<file path="src/rtl/slice_progress_ctrl_if.sv">
// Run-control handshake bundle between the key/engine side and the progress sequencer.
// The master drives key and slice pulses; the slave returns display events, count and engine enable.
interface slice_progress_ctrl_if;
   logic       start_key_i;
   logic       pause_key_i;
   logic       slice_done_i;
   logic       engine_en_o;
   logic       start_o;
   logic       pause_o;
   logic       finish_o;
   logic [4:0] slice_num_o;
   logic       busy_o;
   logic       timeout_o;

   modport master (
      output start_key_i, pause_key_i, slice_done_i,
      input  engine_en_o, start_o, pause_o, finish_o, slice_num_o, busy_o, timeout_o
   );

   modport slave (
      input  start_key_i, pause_key_i, slice_done_i,
      output engine_en_o, start_o, pause_o, finish_o, slice_num_o, busy_o, timeout_o
   );
endinterface

</file>
<file path="src/rtl/slice_progress_ctrl.sv">
// IDLE/RUN/PAUSE/DONE run sequencer: one-cycle registered latency, no backpressure (pulses are fire-and-forget).
// Optional RUN-time watchdog abort is built only when SLICE_TIMEOUT_EN is defined.
module slice_progress_ctrl #(
   parameter int NUM_SLICES     = 16,
   parameter int TIMEOUT_CYCLES = 50_000_000
) (
   input  logic                 clk,
   input  logic                 rst,
   slice_progress_ctrl_if.slave bus
);
   typedef enum logic [1:0] {S_IDLE, S_RUN, S_PAUSE, S_DONE} state_t;

   localparam logic [4:0] LAST = 5'(NUM_SLICES);

   state_t     state_q, state_d;
   logic [4:0] cnt_q, cnt_d, cnt_inc;
   logic       start_q, start_d;
   logic       pause_q, pause_d;
   logic       finish_q, finish_d;
   logic       en_q, en_d;
   logic       busy_q, busy_d;
   logic       to_q, to_d;
   logic       abort;

`ifdef SLICE_TIMEOUT_EN
   localparam int             WD_W     = $clog2(TIMEOUT_CYCLES + 1);
   localparam logic [WD_W-1:0] WD_LIMIT = WD_W'(TIMEOUT_CYCLES);

   logic [WD_W-1:0] wd_q;
   logic            wd_clr;

   // Resuming from PAUSE is not a clear: paused cycles only push the abort out.
   assign wd_clr = start_d && (state_q != S_PAUSE) ||
                   bus.slice_done_i && (state_q == S_RUN || state_q == S_PAUSE);
   assign abort  = (state_q == S_RUN) && !bus.slice_done_i && (wd_q == WD_LIMIT);

   always_ff @(posedge clk) begin
      if (rst)
         wd_q <= '0;
      else if (wd_clr)
         wd_q <= '0;
      else if (state_q == S_RUN && wd_q != WD_LIMIT)
         wd_q <= wd_q + WD_W'(1);
   end
`else
   assign abort = 1'b0;
`endif

   assign cnt_inc = (cnt_q < LAST) ? cnt_q + 5'd1 : cnt_q;

   always_comb begin
      state_d  = state_q;
      cnt_d    = cnt_q;
      start_d  = 1'b0;
      pause_d  = 1'b0;
      finish_d = 1'b0;
      to_d     = to_q;
      case (state_q)
         S_IDLE, S_DONE: begin
            if (bus.start_key_i) begin
               state_d = S_RUN;
               cnt_d   = '0;
               start_d = 1'b1;
            end
         end
         S_RUN, S_PAUSE: begin
            // The slice is counted before any key is considered, so completion outranks pause/resume.
            if (bus.slice_done_i)
               cnt_d = cnt_inc;
            if (bus.slice_done_i && cnt_inc == LAST) begin
               state_d  = S_DONE;
               finish_d = 1'b1;
            end else if (abort) begin
               state_d  = S_DONE;
               finish_d = 1'b1;
               to_d     = 1'b1;
            end else if (state_q == S_RUN && bus.pause_key_i) begin
               state_d = S_PAUSE;
               pause_d = 1'b1;
            end else if (state_q == S_PAUSE && (bus.start_key_i || bus.pause_key_i)) begin
               state_d = S_RUN;
               start_d = 1'b1;
            end
         end
         default: state_d = S_IDLE;
      endcase
      if (start_d)
         to_d = 1'b0;
      en_d   = (state_d == S_RUN);
      busy_d = (state_d == S_RUN) || (state_d == S_PAUSE);
   end

   always_ff @(posedge clk) begin
      if (rst) begin
         state_q  <= S_IDLE;
         cnt_q    <= '0;
         start_q  <= 1'b0;
         pause_q  <= 1'b0;
         finish_q <= 1'b0;
         en_q     <= 1'b0;
         busy_q   <= 1'b0;
         to_q     <= 1'b0;
      end else begin
         state_q  <= state_d;
         cnt_q    <= cnt_d;
         start_q  <= start_d;
         pause_q  <= pause_d;
         finish_q <= finish_d;
         en_q     <= en_d;
         busy_q   <= busy_d;
         to_q     <= to_d;
      end
   end

   assign bus.engine_en_o = en_q;
   assign bus.start_o     = start_q;
   assign bus.pause_o     = pause_q;
   assign bus.finish_o    = finish_q;
   assign bus.slice_num_o = cnt_q;
   assign bus.busy_o      = busy_q;
   assign bus.timeout_o   = to_q;
endmodule

</file>
<file path="src/flat_wrapper.sv">
// flat-port wrapper written by rule: the top's interface ports become plain ports
module slice_progress_ctrl_flat 
#(
   parameter int NUM_SLICES     = 16,
   parameter int TIMEOUT_CYCLES = 50_000_000
)
  (clk, rst, bus_start_key_i, bus_pause_key_i, bus_slice_done_i, bus_engine_en_o, bus_start_o, bus_pause_o, bus_finish_o, bus_slice_num_o, bus_busy_o, bus_timeout_o);
  slice_progress_ctrl_if bus_i ();
  input  logic clk;
  input  logic rst;
  input wire logic [$bits(bus_i.start_key_i)-1:0] bus_start_key_i;
  input wire logic [$bits(bus_i.pause_key_i)-1:0] bus_pause_key_i;
  input wire logic [$bits(bus_i.slice_done_i)-1:0] bus_slice_done_i;
  output wire logic [$bits(bus_i.engine_en_o)-1:0] bus_engine_en_o;
  output wire logic [$bits(bus_i.start_o)-1:0] bus_start_o;
  output wire logic [$bits(bus_i.pause_o)-1:0] bus_pause_o;
  output wire logic [$bits(bus_i.finish_o)-1:0] bus_finish_o;
  output wire logic [$bits(bus_i.slice_num_o)-1:0] bus_slice_num_o;
  output wire logic [$bits(bus_i.busy_o)-1:0] bus_busy_o;
  output wire logic [$bits(bus_i.timeout_o)-1:0] bus_timeout_o;
  assign bus_i.start_key_i = bus_start_key_i;
  assign bus_i.pause_key_i = bus_pause_key_i;
  assign bus_i.slice_done_i = bus_slice_done_i;
  assign bus_engine_en_o = bus_i.engine_en_o;
  assign bus_start_o = bus_i.start_o;
  assign bus_pause_o = bus_i.pause_o;
  assign bus_finish_o = bus_i.finish_o;
  assign bus_slice_num_o = bus_i.slice_num_o;
  assign bus_busy_o = bus_i.busy_o;
  assign bus_timeout_o = bus_i.timeout_o;
  slice_progress_ctrl #(.NUM_SLICES(NUM_SLICES), .TIMEOUT_CYCLES(TIMEOUT_CYCLES)) u_core (.clk(clk), .rst(rst), .bus(bus_i));
endmodule
</file>
<file path="config.mk">
export PLATFORM = sky130hd
export DESIGN_NAME = slice_progress_ctrl_flat
export DESIGN_NICKNAME = d
export VERILOG_FILES = /design/src/rtl/slice_progress_ctrl_if.sv /design/src/rtl/slice_progress_ctrl.sv /design/src/flat_wrapper.sv
export SDC_FILE = /design/constraint.sdc
export NUM_CORES = 1
export LEC_CHECK = 0
export BUFFER_PORTS_ARGS = -buffer_cell sky130_fd_sc_hd__buf_2
export CAP_MARGIN = 20
export CORE_MARGIN = 2
export CORE_UTILIZATION = 45
export CTS_CLUSTER_DIAMETER = 60
export DETAILED_ROUTE_END_ITERATION = 6
export PLACE_DENSITY = 0.7
export SLEW_MARGIN = 20
export SYNTH_ARGS = -nofsm -noshare
export SYNTH_HDL_FRONTEND = slang
export SYNTH_SLANG_ARGS = --single-unit
</file>
<file path="constraint.sdc">
create_clock -name clk -period 4 [get_ports clk]
set_clock_uncertainty 0.1 [all_clocks]
set_input_delay 0.2 -clock clk [delete_from_list [all_inputs] [get_ports clk]]
set_output_delay 0.2 -clock clk [all_outputs]
set_load 0.01 [all_outputs]
</file>
==> results of run 1 <==
==> sequential cells by signal, indices dropped and copies added, names as in the netlist <==
register and count:
u_core.bus.busy_o 1, u_core.bus.finish_o 1, u_core.bus.slice_num_o 5, u_core.state_q 2, u_core.bus.engine_en_o 1, u_core.bus.start_o 1
u_core.bus.pause_o 1
==> layer usage <==
| layer | GRT usage | part of all wire |
|---|---|---|
| met5 | 0 | 0 |
| met4 | 0.04839 | 0 |
| met3 | 0.08152 | 0.067 |
| met2 | 0.2422 | 0.44 |
| met1 | 0.2248 | 0.49 |
==> area by class of cell <==
cell class                      count  area, sq um
Tap cell                           15        18.77
Fill cell                         124        566.8
Multi-Input combinational cell     51        354.1
Sequential cell                    12        240.2
Inverter                            4        15.01
Timing Repair Buffer               14        70.07
Clock buffer                        4        36.28
==> cell usage after synthesis, drive strengths merged (2+ instances only) <==
| cell | number | area share |
|---|---|---|
| o21ai | 5 | 0.040 |
| and2 | 3 | 0.030 |
| nand2 | 4 | 0.024 |
| dfxtp | 12 | 0.38 |
| a21oi | 3 | 0.024 |
| a22oi | 4 | 0.048 |
| nor4 | 2 | 0.020 |
| nor2b | 3 | 0.030 |
| nor2 | 8 | 0.052 |
| ha | 4 | 0.080 |
| buf | 2 | 0.020 |
| inv | 4 | 0.024 |
==> metrics by stage <==
| stage | setup slack (ns) | hold slack [ns] | instances | area, sq um | util |
|---|---|---|---|---|---|
| floorplan | 2.039 | 0.1716 | 70 | 625.6 | - |
| global placement | 2.015 | 0.4023 | 96 | 698.2 | 0.5365 |
| detailed placement | 1.977 | 0.4079 | 96 | 698.2 | 0.5365 |
| CTS | 1.958 | 0.1169 | 100 | 734.5 | 0.5644 |
| global route | 1.779 | 0.1343 | 100 | 734.5 | 0.5644 |
| finish | 1.952 | 0.1186 | 100 | 734.5 | 0.5644 |
==> cells by family (layout without fill, tap and decap cells) <==
family / after synthesis / in the layout / share of synthesized area
xor+xnor: 1 / 1 / 0.02601
simple gates: 26 / 26 / 0.2440
flops: 12 / 12 / 0.3840
other cells: 1 / 1 / 0.005994
fa+ha+maj: 4 / 4 / 0.08000
buf+inv: 7 / 22 / 0.04998
mux: 1 / 1 / 0.01600
compound gates: 18 / 18 / 0.1940
==> worst max-delay path, delay by kind of cell, from the launching register on <==
kind / cells / cell delay, ns
adder cells (fa/ha/maj): 2 / 0.52
AND/OR/NAND/NOR: 3 / 0.34
AO/OA/AOI/OAI: 2 / 0.61
flip-flops: 1 / 0.37
==> worst paths after layout <==
kind | from | end | slack, ns | cells after the start
worst min register to register | u_core.bus.slice_num_o[2] | u_core.bus.slice_num_o[2] | 0.49 | 1
worst min-delay path | bus_pause_key_i | u_core.bus.pause_o | 0.12 | 3
worst max register to register | u_core.bus.slice_num_o[0] | u_core.bus.busy_o | 1.95 | 7
worst max-delay path | u_core.bus.slice_num_o[0] | u_core.bus.busy_o | 1.95 | 7
==> report_power, final <==
part           internal [W]  leakage (nW)  switching, W
clock             0.0000554        0.0210     0.0000406
sequential         0.000128        0.0980    0.00000515
combinational     0.0000270         0.243     0.0000381
total              0.000211         0.362     0.0000839
==> Flow_metrics.wiki, run 1 <==
{| class="wikitable"
! Metric !! Value
|-
| Run status || complete, no violations
|-
| Vias per inst || 5.360
|-
| Number of optimization iterations in the first detailed-route pass || 4
|-
| Starting density of the core || 0.4808
|-
| Skew-Pair Late Insertion Delay || 0.27 ns
|-
| Most used cells in the layout excluding fill and tap cells || sky130_fd_sc_hd__buf_2 (14), sky130_fd_sc_hd__dfxtp_1 (12), sky130_fd_sc_hd__nor2_1 (7)
|-
| FF+latch count, synth || 12
|-
| Type of element launching the critical path || register
|-
| CORE AREA || 0.001301 sq mm
|-
| Number of standard-cell rows in the floorplan || 13
|-
| Clock Sinks || 12
|-
| Synthesized area per cell || 8.937 sq um
|-
| Netlist cell types || 31
|-
| IO Port Bufs || 14
|-
| Net count, final || 95
|-
| Final Cycle Share || 0.5119
|-
| Placed wire-length estimate || 924.2 microns
|-
| Number of H-tree branching levels || 1
|-
| Critical path endpoint category || register
|-
| Overall die area || 0.001704 sq mm
|-
| Final Hold Vio Count || 0
|-
| Synthesized area || 625.6 sq um
|-
| Average wire per standard cell || 12.18 microns
|-
| First-pass GRT wire length || 1828 microns
|-
| Hold-fix buffers at CTS || 0
|-
| Leading cell type in the layout, fill and taps excluded || sky130_fd_sc_hd__buf_2
|-
| Maximum resistive drop on vdd || 211.9 uV
|-
| Min Clock Period, post-route || 2.048 ns
|-
| Number of cells produced by synthesis || 70
|-
| Leak Pwr || 0.3621 nW
|-
| CP peak stage delay || 0.37 ns
|-
| Pins over their slew limit || 0
|-
| Pwr Total || 0.0002947 W
|-
| Initial antenna violation count || 0
|-
| Critical path class || register to register
|-
| Clock-pin slew reported for the worst setup and hold paths after clock tree synthesis || 0.07 ns
|-
| Number of nets in the synthesized netlist || 79
|-
| Worst min path class || primary input to register
|-
| Max clock buf depth || 2
|-
| Layout cells sized above 1 || 0.2588
|-
| Remaining number of nets flagged by the antenna check after routing || 0
|-
| Root buffer cell || sky130_fd_sc_hd__clkbuf_4
|-
| Overall via count from detail_route || 536
|-
| Number of global-route vias before repair || 432
|-
| TritonCTS clock tree || done
|-
| Post-CTS resize count || 0
|-
| Total global-route track usage || 0.1698
|-
| Worst Path Arrival || 2.11 ns
|-
| Number of antenna repair diodes || 0
|-
| Largest net degree at the start of global routing || 14
|-
| Top flip-flop cell by instance count after synthesis || sky130_fd_sc_hd__dfxtp_1
|-
| CP Cell Sequence || ha_1 > and3_1 > a22oi_1 > nor2_2 > o32a_1 > ha_1 > nor2_1
|-
| Die Span X || 41.29 microns
|-
| Post-synth EDFFs || 0
|-
| Req. time, crit path || 4.07 ns
|-
| Synth async-reset ratio || 0
|-
| Total I/O pin count || 16
|-
| Die outline height || 41.29 microns
|-
| Sequential cell area fraction in the yosys report || 0.3840
|-
| Peak clock frequency supported by timing || 488.4 MHz
|-
| Unrepaired setup endpoints after global routing || no
|-
| Post-route setup TNS || 0 ns
|-
| Reported max-cap violation count || 0
|-
| Post-CTS Repair Setup Buffers || 0
|-
| Remaining routing DRC violations || 0
|-
| Number of violations reported at the end of detailed-routing iteration 0 || 12
|-
| Pwr per Cell Area || 401.3 mW/mm^2
|-
| Final RePlAce weighted congestion || 0.7789
|-
| Slowest-stage cell, CP || sky130_fd_sc_hd__dfxtp_1
|-
| Grt total ovfl || 0
|-
| Area Growth Syn to Fin || 17.40%
|-
| Yosys warns || 0
|-
| Peak fanout along the critical path || 6
|-
| Setup-failing EPs final || 0
|-
| Total length of routed wires || 1218 microns
|-
| Total clock buffers created by CTS || 3
|-
| Cell seen most often among critical-path stages || sky130_fd_sc_hd__ha_1
|}
No activity file was read; power rests on OpenSTA's default activity.
==> inputs of run 2 (changes only) <==
--- a/config.mk
+++ b/config.mk
@@ -5,13 +5,14 @@
 export SDC_FILE = /design/constraint.sdc
 export NUM_CORES = 1
 export LEC_CHECK = 0
+export ABC_AREA = 1
 export BUFFER_PORTS_ARGS = -buffer_cell sky130_fd_sc_hd__buf_2
 export CAP_MARGIN = 20
 export CORE_MARGIN = 2
 export CORE_UTILIZATION = 45
 export CTS_CLUSTER_DIAMETER = 60
 export DETAILED_ROUTE_END_ITERATION = 6
-export PLACE_DENSITY = 0.7
+export PLACE_DENSITY = 0.71
 export SLEW_MARGIN = 20
 export SYNTH_ARGS = -nofsm -noshare
 export SYNTH_HDL_FRONTEND = slang
==> constraint.sdc (replaced) <==
create_clock -name clk -period 1.85 [get_ports clk]
set_clock_uncertainty 0.1 [all_clocks]
set_input_delay 0.0925 -clock clk [delete_from_list [all_inputs] [get_ports clk]]
set_output_delay 0.0925 -clock clk [all_outputs]
set_load 0.01 [all_outputs]
==> run 2 against run 1 <==
Net effect: synthesized cell count is 39% higher; die area increased by 7.9%; sequential cell count unchanged; core utilization up 0.44 points; maximum frequency rose by 20%; combinational power increased to 8.2 times the previous value; clock-buffer cell count did not move; clock power grew 120%; register-to-register slack got worse by 1.8 ns; largest cell class unchanged; highest routed layer is now met4.
==> Flow_metrics.wiki, run 2 <==
{| class="wikitable"
! Metric !! Value
|-
| Run status || complete, no violations
|-
| First-pass GRT wire length || 2304 microns (+26%)
|-
| Worst Hold Path EP || u_core.bus.busy_o
|-
| Number of optimization iterations in the first detailed-route pass || 3 (-1)
|-
| Cells on Worst Hold Path || 2 (-1)
|-
| Total clock buffers created by CTS || 3 (unchanged)
|-
| Starting density of the core || 0.4682 (-0.01261)
|-
| Root buffer cell || sky130_fd_sc_hd__clkbuf_4
|-
| Unrepaired setup endpoints after global routing || yes
|-
| Non-filler cells in the finished layout || 132 (+32%)
|-
| Leak Pwr || 0.4113 nW (+14%)
|-
| Met2 wire length || 673 microns (+25%)
|-
| Net count, final || 126 (+33%)
|-
| Pwr Total || 0.001086 W (+270%)
|-
| Reg-to-Reg End || u_core.bus.busy_o
|-
| Min Clock Period, post-route || 1.705 ns (-0.3427 ns)
|-
| Number of global-route vias before repair || 581 (+34%)
|-
| Pins over their slew limit || 0 (unchanged)
|-
| Placed Instances || 127 (+32%)
|-
| Average wire per standard cell || 10.27 microns (-16%)
|-
| Critical path endpoint category || register
|-
| Most used cells in the layout excluding fill and tap cells || sky130_fd_sc_hd__nand2_1 (23), sky130_fd_sc_hd__inv_1 (14), sky130_fd_sc_hd__buf_2 (14)
|-
| Most numerous cell in the Yosys netlist || sky130_fd_sc_hd__nand2_1
|-
| Minimum setup slack among reg-to-reg paths || 0.15 ns (-1.81 ns)
|-
| IO Port Bufs || 14 (unchanged)
|-
| CP peak stage delay || 0.32 ns (-0.05 ns)
|-
| Overall via count from detail_route || 637 (+19%)
|-
| Total length of routed wires || 1356 microns (+11%)
|-
| Layout cells sized above 1 || 0.3276 (+0.06876)
|-
| Synth async-reset ratio || 0 (unchanged)
|-
| TritonCTS clock tree || done
|-
| CORE AREA || 0.001454 sq mm (+12%)
|-
| Netlist cell types || 21 (-32%)
|-
| FF+latch count, synth || 12 (unchanged)
|-
| Largest net degree at the start of global routing || 12 (-2)
|-
| Number of H-tree branching levels || 1 (unchanged)
|-
| Top flip-flop cell by instance count after synthesis || sky130_fd_sc_hd__dfxtp_1
|-
| Pwr per Cell Area || 1313 mW/mm^2 (+230%)
|-
| CP Cell Sequence || ha_1 > inv_1 > nand2_1 > nand2_2 > nand3_4 > nor2_4 > nand2_4 > nand3_2 > nand2_2 > ha_1 > nor2_1
|-
| Startpoint of the most critical hold path || rst
|-
| Max FFs per register || 5 (unchanged)
|-
| Remaining number of nets flagged by the antenna check after routing || 0 (unchanged)
|-
| Maximum resistive drop on vdd || 777.2 uV (+270%)
|-
| Number of violations reported at the end of detailed-routing iteration 0 || 6 (-6)
|-
| Post-synth top area cell || sky130_fd_sc_hd__dfxtp_1
|-
| Number of antenna repair diodes || 0 (unchanged)
|-
| Number of nets in the synthesized netlist || 106 (+34%)
|-
| Die Span X || 42.89 microns (+3.9%)
|-
| Synthesized area per cell || 7.017 sq um (-21%)
|-
| Synthesized area || 680.7 sq um (+8.8%)
|-
| Post-route met1 wirelength || 579 microns (-2.9%)
|-
| Overall die area || 0.001840 sq mm (+7.9%)
|-
| Peak fanout along the critical path || 5 (-1)
|-
| Setup-failing EPs final || 0 (unchanged)
|-
| Sequential cell area fraction in the yosys report || 0.3529 (-0.03106)
|-
| Post-route setup TNS || 0 ns (unchanged)
|-
| Req. time, crit path || 1.97 ns (-2.10 ns)
|-
| Hold-fix buffers at CTS || 0 (unchanged)
|-
| Worst min path class || primary input to register
|-
| Reported max-cap violation count || 0 (unchanged)
|-
| Proportion of netlist area held by the largest area contributor || 0.3529 (-0.03106)
|-
| Vias per inst || 4.826 (-10%)
|-
| Leading cell type in the layout, fill and taps excluded || sky130_fd_sc_hd__nand2_1
|-
| Die outline height || 42.89 microns (+3.9%)
|-
| Worst Path Arrival || 1.82 ns (-0.29 ns)
|-
| Initial antenna violation count || 0 (unchanged)
|-
| Peak clock frequency supported by timing || 586.5 MHz (+20%)
|-
| Skew-Pair Late Insertion Delay || 0.28 ns (about the same)
|-
| Total global-route track usage || 0.1749 (+0.005036)
|-
| Remaining routing DRC violations || 0 (unchanged)
|-
| Number of standard-cell rows in the floorplan || 14 (+1)
|-
| Critical path buffer and inverter count || 1 (+1)
|-
| Largest delay share family, worst path || simple AND/OR/NAND/NOR gates
|-
| Slowest-stage cell, CP || sky130_fd_sc_hd__dfxtp_1
|-
| Most area-consuming cells after synthesis || sky130_fd_sc_hd__dfxtp_1 (35%), sky130_fd_sc_hd__nand2_1 (13%), sky130_fd_sc_hd__inv_1 (7.7%)
|-
| Final Cycle Share || 0.9216 (+0.4097)
|-
| Clock Sinks || 12 (unchanged)
|-
| Worst r2r path cells || 11 (+4)
|-
| Total I/O pin count || 16 (unchanged)
|-
| Critical path class || register to register
|-
| Sum of met3 wire segment lengths after detailed routing || 71 microns (-12%)
|-
| Number of cells produced by synthesis || 97 (+39%)
|-
| Uppermost layer routed || met4
|-
| Final RePlAce weighted congestion || 0.8387 (+7.7%)
|-
| Final Hold Vio Count || 0 (unchanged)
|-
| Post-route core utilization || 0.5688 (+0.004424)
|-
| Max clock buf depth || 2 (unchanged)
|-
| Source of the worst register-to-register timing path || u_core.bus.slice_num_o[0]
|-
| Post-synth EDFFs || 0 (unchanged)
|-
| Fill cell total of the finished layout || 161 (+30%)
|-
| Area Growth Syn to Fin || 21.51%
|-
| Clock-pin slew reported for the worst setup and hold paths after clock tree synthesis || 0.08 ns (about the same)
|-
| Type of element launching the critical path || register
|-
| Yosys warns || 0 (unchanged)
|-
| Most common library cells after synthesis || sky130_fd_sc_hd__nand2_1 (24), sky130_fd_sc_hd__inv_1 (14), sky130_fd_sc_hd__dfxtp_1 (12)
|-
| Grt total ovfl || 0 (unchanged)
|-
| Placed wire-length estimate || 1034 microns (+12%)
|}
## run 2: worst register-to-register path: stages, from the launching register on
cell and delay [ns]:
sky130_fd_sc_hd__dfxtp_1 0.32, sky130_fd_sc_hd__ha_1 0.28, sky130_fd_sc_hd__inv_1 0.05, sky130_fd_sc_hd__nand2_1 0.07
sky130_fd_sc_hd__nand2_2 0.08, sky130_fd_sc_hd__nand3_4 0.07, sky130_fd_sc_hd__nor2_4 0.10, sky130_fd_sc_hd__nand2_4 0.07
sky130_fd_sc_hd__nand3_2 0.06, sky130_fd_sc_hd__nand2_2 0.05, sky130_fd_sc_hd__ha_1 0.29, sky130_fd_sc_hd__nor2_1 0.09
## run 2: kinds of logic (layout without fill, tap and decap cells)
| family | Yosys count | after routing | synth area share |
|---|---|---|---|
| buffers and inverters | 18 | 37 | 0.1048 |
| DFF | 12 | 12 | 0.3529 |
| other | 1 | 1 | 0.005509 |
| AOI/OAI and AO/OA | 12 | 12 | 0.09742 |
| and+or+nand+nor | 50 | 50 | 0.3658 |
| adders and majority gates | 4 | 4 | 0.07353 |
## run 2: what timing repair did
item | CTS | global route
resized for setup | 0 | 4
buffers inserted | 0 | 1
hold endpoints to repair | 0 | 0
setup endpoints to repair | 0 | 2
## run 2: how the worst max path moves through the flow
stage,cells past startpoint,slack [ns],from,end
2_1_floorplan,11,0.11,u_core.bus.slice_num_o[0],u_core.bus.busy_o
3_3_place_gp,11,0.17,u_core.bus.slice_num_o[0],u_core.bus.busy_o
3_5_place_dp,11,0.13,u_core.bus.slice_num_o[0],u_core.bus.busy_o
4_1_cts,11,0.11,u_core.bus.slice_num_o[0],u_core.bus.busy_o
5_1_grt,11,-0.007,u_core.bus.slice_num_o[1],u_core.bus.busy_o
6_report,11,0.15,u_core.bus.slice_num_o[0],u_core.bus.busy_o
## run 2: routing by layer
metal  track usage  vias up
met3       0.06809        5
met4        0.1125        0
met1        0.1619      282
met2        0.3121       12
met5             0        -
li1              -      338
## run 2: stage by stage
stage          hold slack, ns  setup WS [ns]  cell area (sq um)
6_report              0.02257         0.1451              827.0
5_1_grt               0.03769      -0.006561              827.0
4_1_cts               0.01350         0.1060              810.8
3_5_place_dp           0.3149         0.1276              774.5
3_3_place_gp           0.3007         0.1704              774.5
2_1_floorplan          0.1582         0.1058              680.7
## run 2: report_power, final
group	leakage (nW)	total [W]	internal [W]	switching, W
sequential	0.0980	0.000339	0.000314	0.0000249
clock	0.0210	0.000211	0.000120	0.0000909
combinational	0.292	0.000537	0.000203	0.000334
total	0.411	0.00109	0.000636	0.000450
## run 2: final cells by class
class / instances / area, sq um / share of cell area
sequential: 12 / 240.2 / 0.2905
timing repair buffer: 17 / 92.59 / 0.1120
multi-input combinational: 67 / 377.9 / 0.4569
tap: 16 / 20.02 / 0.02421
clock buffer: 4 / 36.28 / 0.04387
inverter: 16 / 60.06 / 0.07262
==> inputs of run 3 (changes only) <==
--- a/config.mk
+++ b/config.mk
@@ -5,14 +5,13 @@
 export SDC_FILE = /design/constraint.sdc
 export NUM_CORES = 1
 export LEC_CHECK = 0
-export ABC_AREA = 1
 export BUFFER_PORTS_ARGS = -buffer_cell sky130_fd_sc_hd__buf_2
 export CAP_MARGIN = 20
 export CORE_MARGIN = 2
-export CORE_UTILIZATION = 45
+export CORE_UTILIZATION = 44
 export CTS_CLUSTER_DIAMETER = 60
 export DETAILED_ROUTE_END_ITERATION = 6
-export PLACE_DENSITY = 0.71
+export PLACE_DENSITY_LB_ADDON = 0.15
 export SLEW_MARGIN = 20
 export SYNTH_ARGS = -nofsm -noshare
 export SYNTH_HDL_FRONTEND = slang
==> run 3 against run 2 <==
Net effect: first-iteration DRC count is the same; clock-buffer cell count shrank 1; cell count shrank 17%; via count shrank 5.3%; combinational power shrank 65%; sequential share of layout area shrank 0.66 points; critical path depth shrank 4; sequential cell count is the same; worst setup slack lost 0.10 ns; core utilization grew 8.4 points; die area shrank 5.4%; critical endpoint unchanged.
==> Flow_metrics.wiki, run 3 (synthesized netlist as in run 1, its figures left out) <==
{| class="wikitable"
! Metric !! Value
|-
| Final Cycle Share || 0.9780 (+0.05642)
|-
| Average wire per standard cell || 13.15 microns (+28%)
|-
| Number of violations reported at the end of detailed-routing iteration 0 || 6 (unchanged)
|-
| Skew-Pair Late Insertion Delay || 0.28 ns (about the same)
|-
| Source of the worst register-to-register timing path || u_core.bus.slice_num_o[1]
|-
| Min Clock Period, post-route || 1.809 ns (+0.1044 ns)
|-
| Critical path class || register to register
|-
| Remaining number of nets flagged by the antenna check after routing || 0 (unchanged)
|-
| Worst r2r path cells || 7 (-4)
|-
| Root buffer cell || sky130_fd_sc_hd__clkbuf_4
|-
| Unrepaired setup endpoints after global routing || yes
|-
| Total I/O pin count || 16 (unchanged)
|-
| Pins over their slew limit || 0 (unchanged)
|-
| Clock Sinks || 12 (unchanged)
|-
| Post-route setup TNS || 0 ns (unchanged)
|-
| Worst Hold Path EP || u_core.bus.pause_o
|-
| Number of H-tree branching levels || 1 (unchanged)
|-
| Number of standard-cell rows in the floorplan || 13 (-1)
|-
| Post-route design area || 859.6 sq um (+3.9%)
|-
| Run status || complete, no violations
|-
| Final RePlAce weighted congestion || 0.8106 (-3.4%)
|-
| Overall via count from detail_route || 603 (-5.3%)
|-
| Cells on Worst Hold Path || 3 (+1)
|-
| Peak fanout along the critical path || 3 (-2)
|-
| Number of optimization iterations in the first detailed-route pass || 4 (+1)
|-
| Type of element launching the critical path || register
|-
| Final Hold Vio Count || 0 (unchanged)
|-
| TritonCTS clock tree || done
|-
| Startpoint of the most critical hold path || bus_pause_key_i
|-
| Worst min path class || primary input to register
|-
| Starting density of the core || 0.4748 (+0.006675)
|-
| Total clock buffers created by CTS || 3 (unchanged)
|-
| Total global-route track usage || 0.1742 (-0.0006395)
|-
| Peak clock frequency supported by timing || 552.7 MHz (-5.8%)
|-
| Leading cell type in the layout, fill and taps excluded || sky130_fd_sc_hd__buf_2
|-
| Pwr Total || 0.0006359 W (-41%)
|-
| Post-route core utilization || 0.6524 (+0.08357)
|-
| Maximum resistive drop on vdd || 368.8 uV (-53%)
|-
| Number of antenna repair diodes || 0 (unchanged)
|-
| Reg-to-Reg End || u_core.bus.busy_o
|-
| Reported max-cap violation count || 0 (unchanged)
|-
| Remaining routing DRC violations || 0 (unchanged)
|-
| Largest net degree at the start of global routing || 13 (+1)
|-
| Net count, final || 106 (-16%)
|-
| Worst Path Arrival || 1.87 ns (+0.05 ns)
|-
| Placed wire-length estimate || 1009 microns (-2.4%)
|-
| Initial antenna violation count || 0 (unchanged)
|-
| Clock-pin slew reported for the worst setup and hold paths after clock tree synthesis || 0.07 ns (about the same)
|-
| IO Port Bufs || 14 (unchanged)
|-
| Die outline height || 41.71 microns (-2.8%)
|-
| Layout cells sized above 1 || 0.4421 (+0.1145)
|-
| Die Span X || 41.71 microns (-2.8%)
|-
| Total length of routed wires || 1446 microns (+6.6%)
|-
| Max clock buf depth || 2 (unchanged)
|-
| Most used cells in the layout excluding fill and tap cells || sky130_fd_sc_hd__buf_2 (14), sky130_fd_sc_hd__buf_4 (11), sky130_fd_sc_hd__dfxtp_1 (9)
|-
| Max FFs per register || 5 (unchanged)
|-
| Number of global-route vias before repair || 477 (-18%)
|-
| Area Growth Syn to Fin || 37.40%
|-
| Leak Pwr || 0.4130 nW (+0.41%)
|-
| Placed Instances || 105 (-17%)
|-
| Setup-failing EPs final || 0 (unchanged)
|-
| Pwr per Cell Area || 739.8 mW/mm^2 (-44%)
|-
| Vias per inst || 5.482 (+14%)
|-
| Req. time, crit path || 1.91 ns (-0.06 ns)
|-
| Critical path endpoint category || register
|-
| CORE AREA || 0.001318 sq mm (-9.4%)
|-
| Overall die area || 0.001739 sq mm (-5.4%)
|-
| Standard cell area after detailed placement || 773.2 sq um (-0.16%)
|-
| Minimum setup slack among reg-to-reg paths || 0.04 ns (-0.10 ns)
|-
| Non-filler cells in the finished layout || 110 (-17%)
|-
| First-pass GRT wire length || 2201 microns (-4.5%)
|-
| Grt total ovfl || 0 (unchanged)
|}
[run 3: cell count changes in the layout (fill, tap and decap cells not counted), sizes merged, moves of 2 or more]
cell	delta
nand3	-7
inv	-12
nor2b	+3
a21oi	-4
a22oi	+4
and2	+3
nand2	-27
buf	+8
nor4	+2
o21ai	+2
nor2	-4
[run 3: worst max-delay path, cell delays in order, from the launching register on]
cell and delay (ns):
sky130_fd_sc_hd__dfxtp_2 0.34, sky130_fd_sc_hd__ha_4 0.28, sky130_fd_sc_hd__nor4bb_4 0.04, sky130_fd_sc_hd__a22oi_2 0.21, sky130_fd_sc_hd__nor2_2 0.08, sky130_fd_sc_hd__o32a_1 0.34
sky130_fd_sc_hd__ha_1 0.27, sky130_fd_sc_hd__nor2_1 0.04
[run 3: final cells by class]
type,instances,area (sq um)
fill,117,457.9
multi-input combinational,51,406.6
sequential,12,244.0
timing repair buffer,25,152.6
clock buffer,3,22.52
tap,15,18.77
inverter,4,15.01
[run 3: worst max path at each step]
stage / startpoint / endpoint / slack [ns] / cells after the start
global route: u_core.bus.slice_num_o[1] / u_core.bus.busy_o / -0.04 / 7
global placement: u_core.bus.slice_num_o[0] / u_core.bus.busy_o / 0.01 / 7
floorplan: u_core.bus.slice_num_o[0] / u_core.bus.busy_o / 0.005 / 7
CTS: u_core.bus.slice_num_o[0] / u_core.bus.busy_o / 0.0001 / 7
detailed placement: u_core.bus.slice_num_o[0] / u_core.bus.busy_o / -0.02 / 7
finish: u_core.bus.slice_num_o[1] / u_core.bus.busy_o / 0.04 / 7
[run 3: repair_timing]
item	4_1_cts	5_1_grt
resized for setup	3	5
hold buffers	0	0
pin swaps	3	4
gates cloned	0	0
setup endpoints to repair	1	2
buffers inserted	0	2
[run 3: through the flow]
stage | hold WS, ns | setup slack [ns]
finish | 0.01907 | 0.04071
global route | 0.03631 | -0.03734
CTS | 0.01102 | 0.0001255
detailed placement | 0.3064 | -0.02351
global placement | 0.2978 | 0.01153
floorplan | 0.06411 | 0.005441
[run 3: metal layers]
metal,vias up,global-route usage,part of all wire
met1,274,0.2643,0.48
met4,0,0.1355,0.021
met2,26,0.2125,0.44
met5,-,0,0
met3,3,0.02609,0.059
li1,300,-,-
[run 3: power breakdown]
| part | switching (W) | internal [W] | leakage, nW | total (W) |
|---|---|---|---|---|
| Sequential | 0.00000707 | 0.000278 | 0.0994 | 0.000285 |
| Combinational | 0.0000980 | 0.0000909 | 0.300 | 0.000189 |
| Clock | 0.0000861 | 0.0000755 | 0.0138 | 0.000162 |
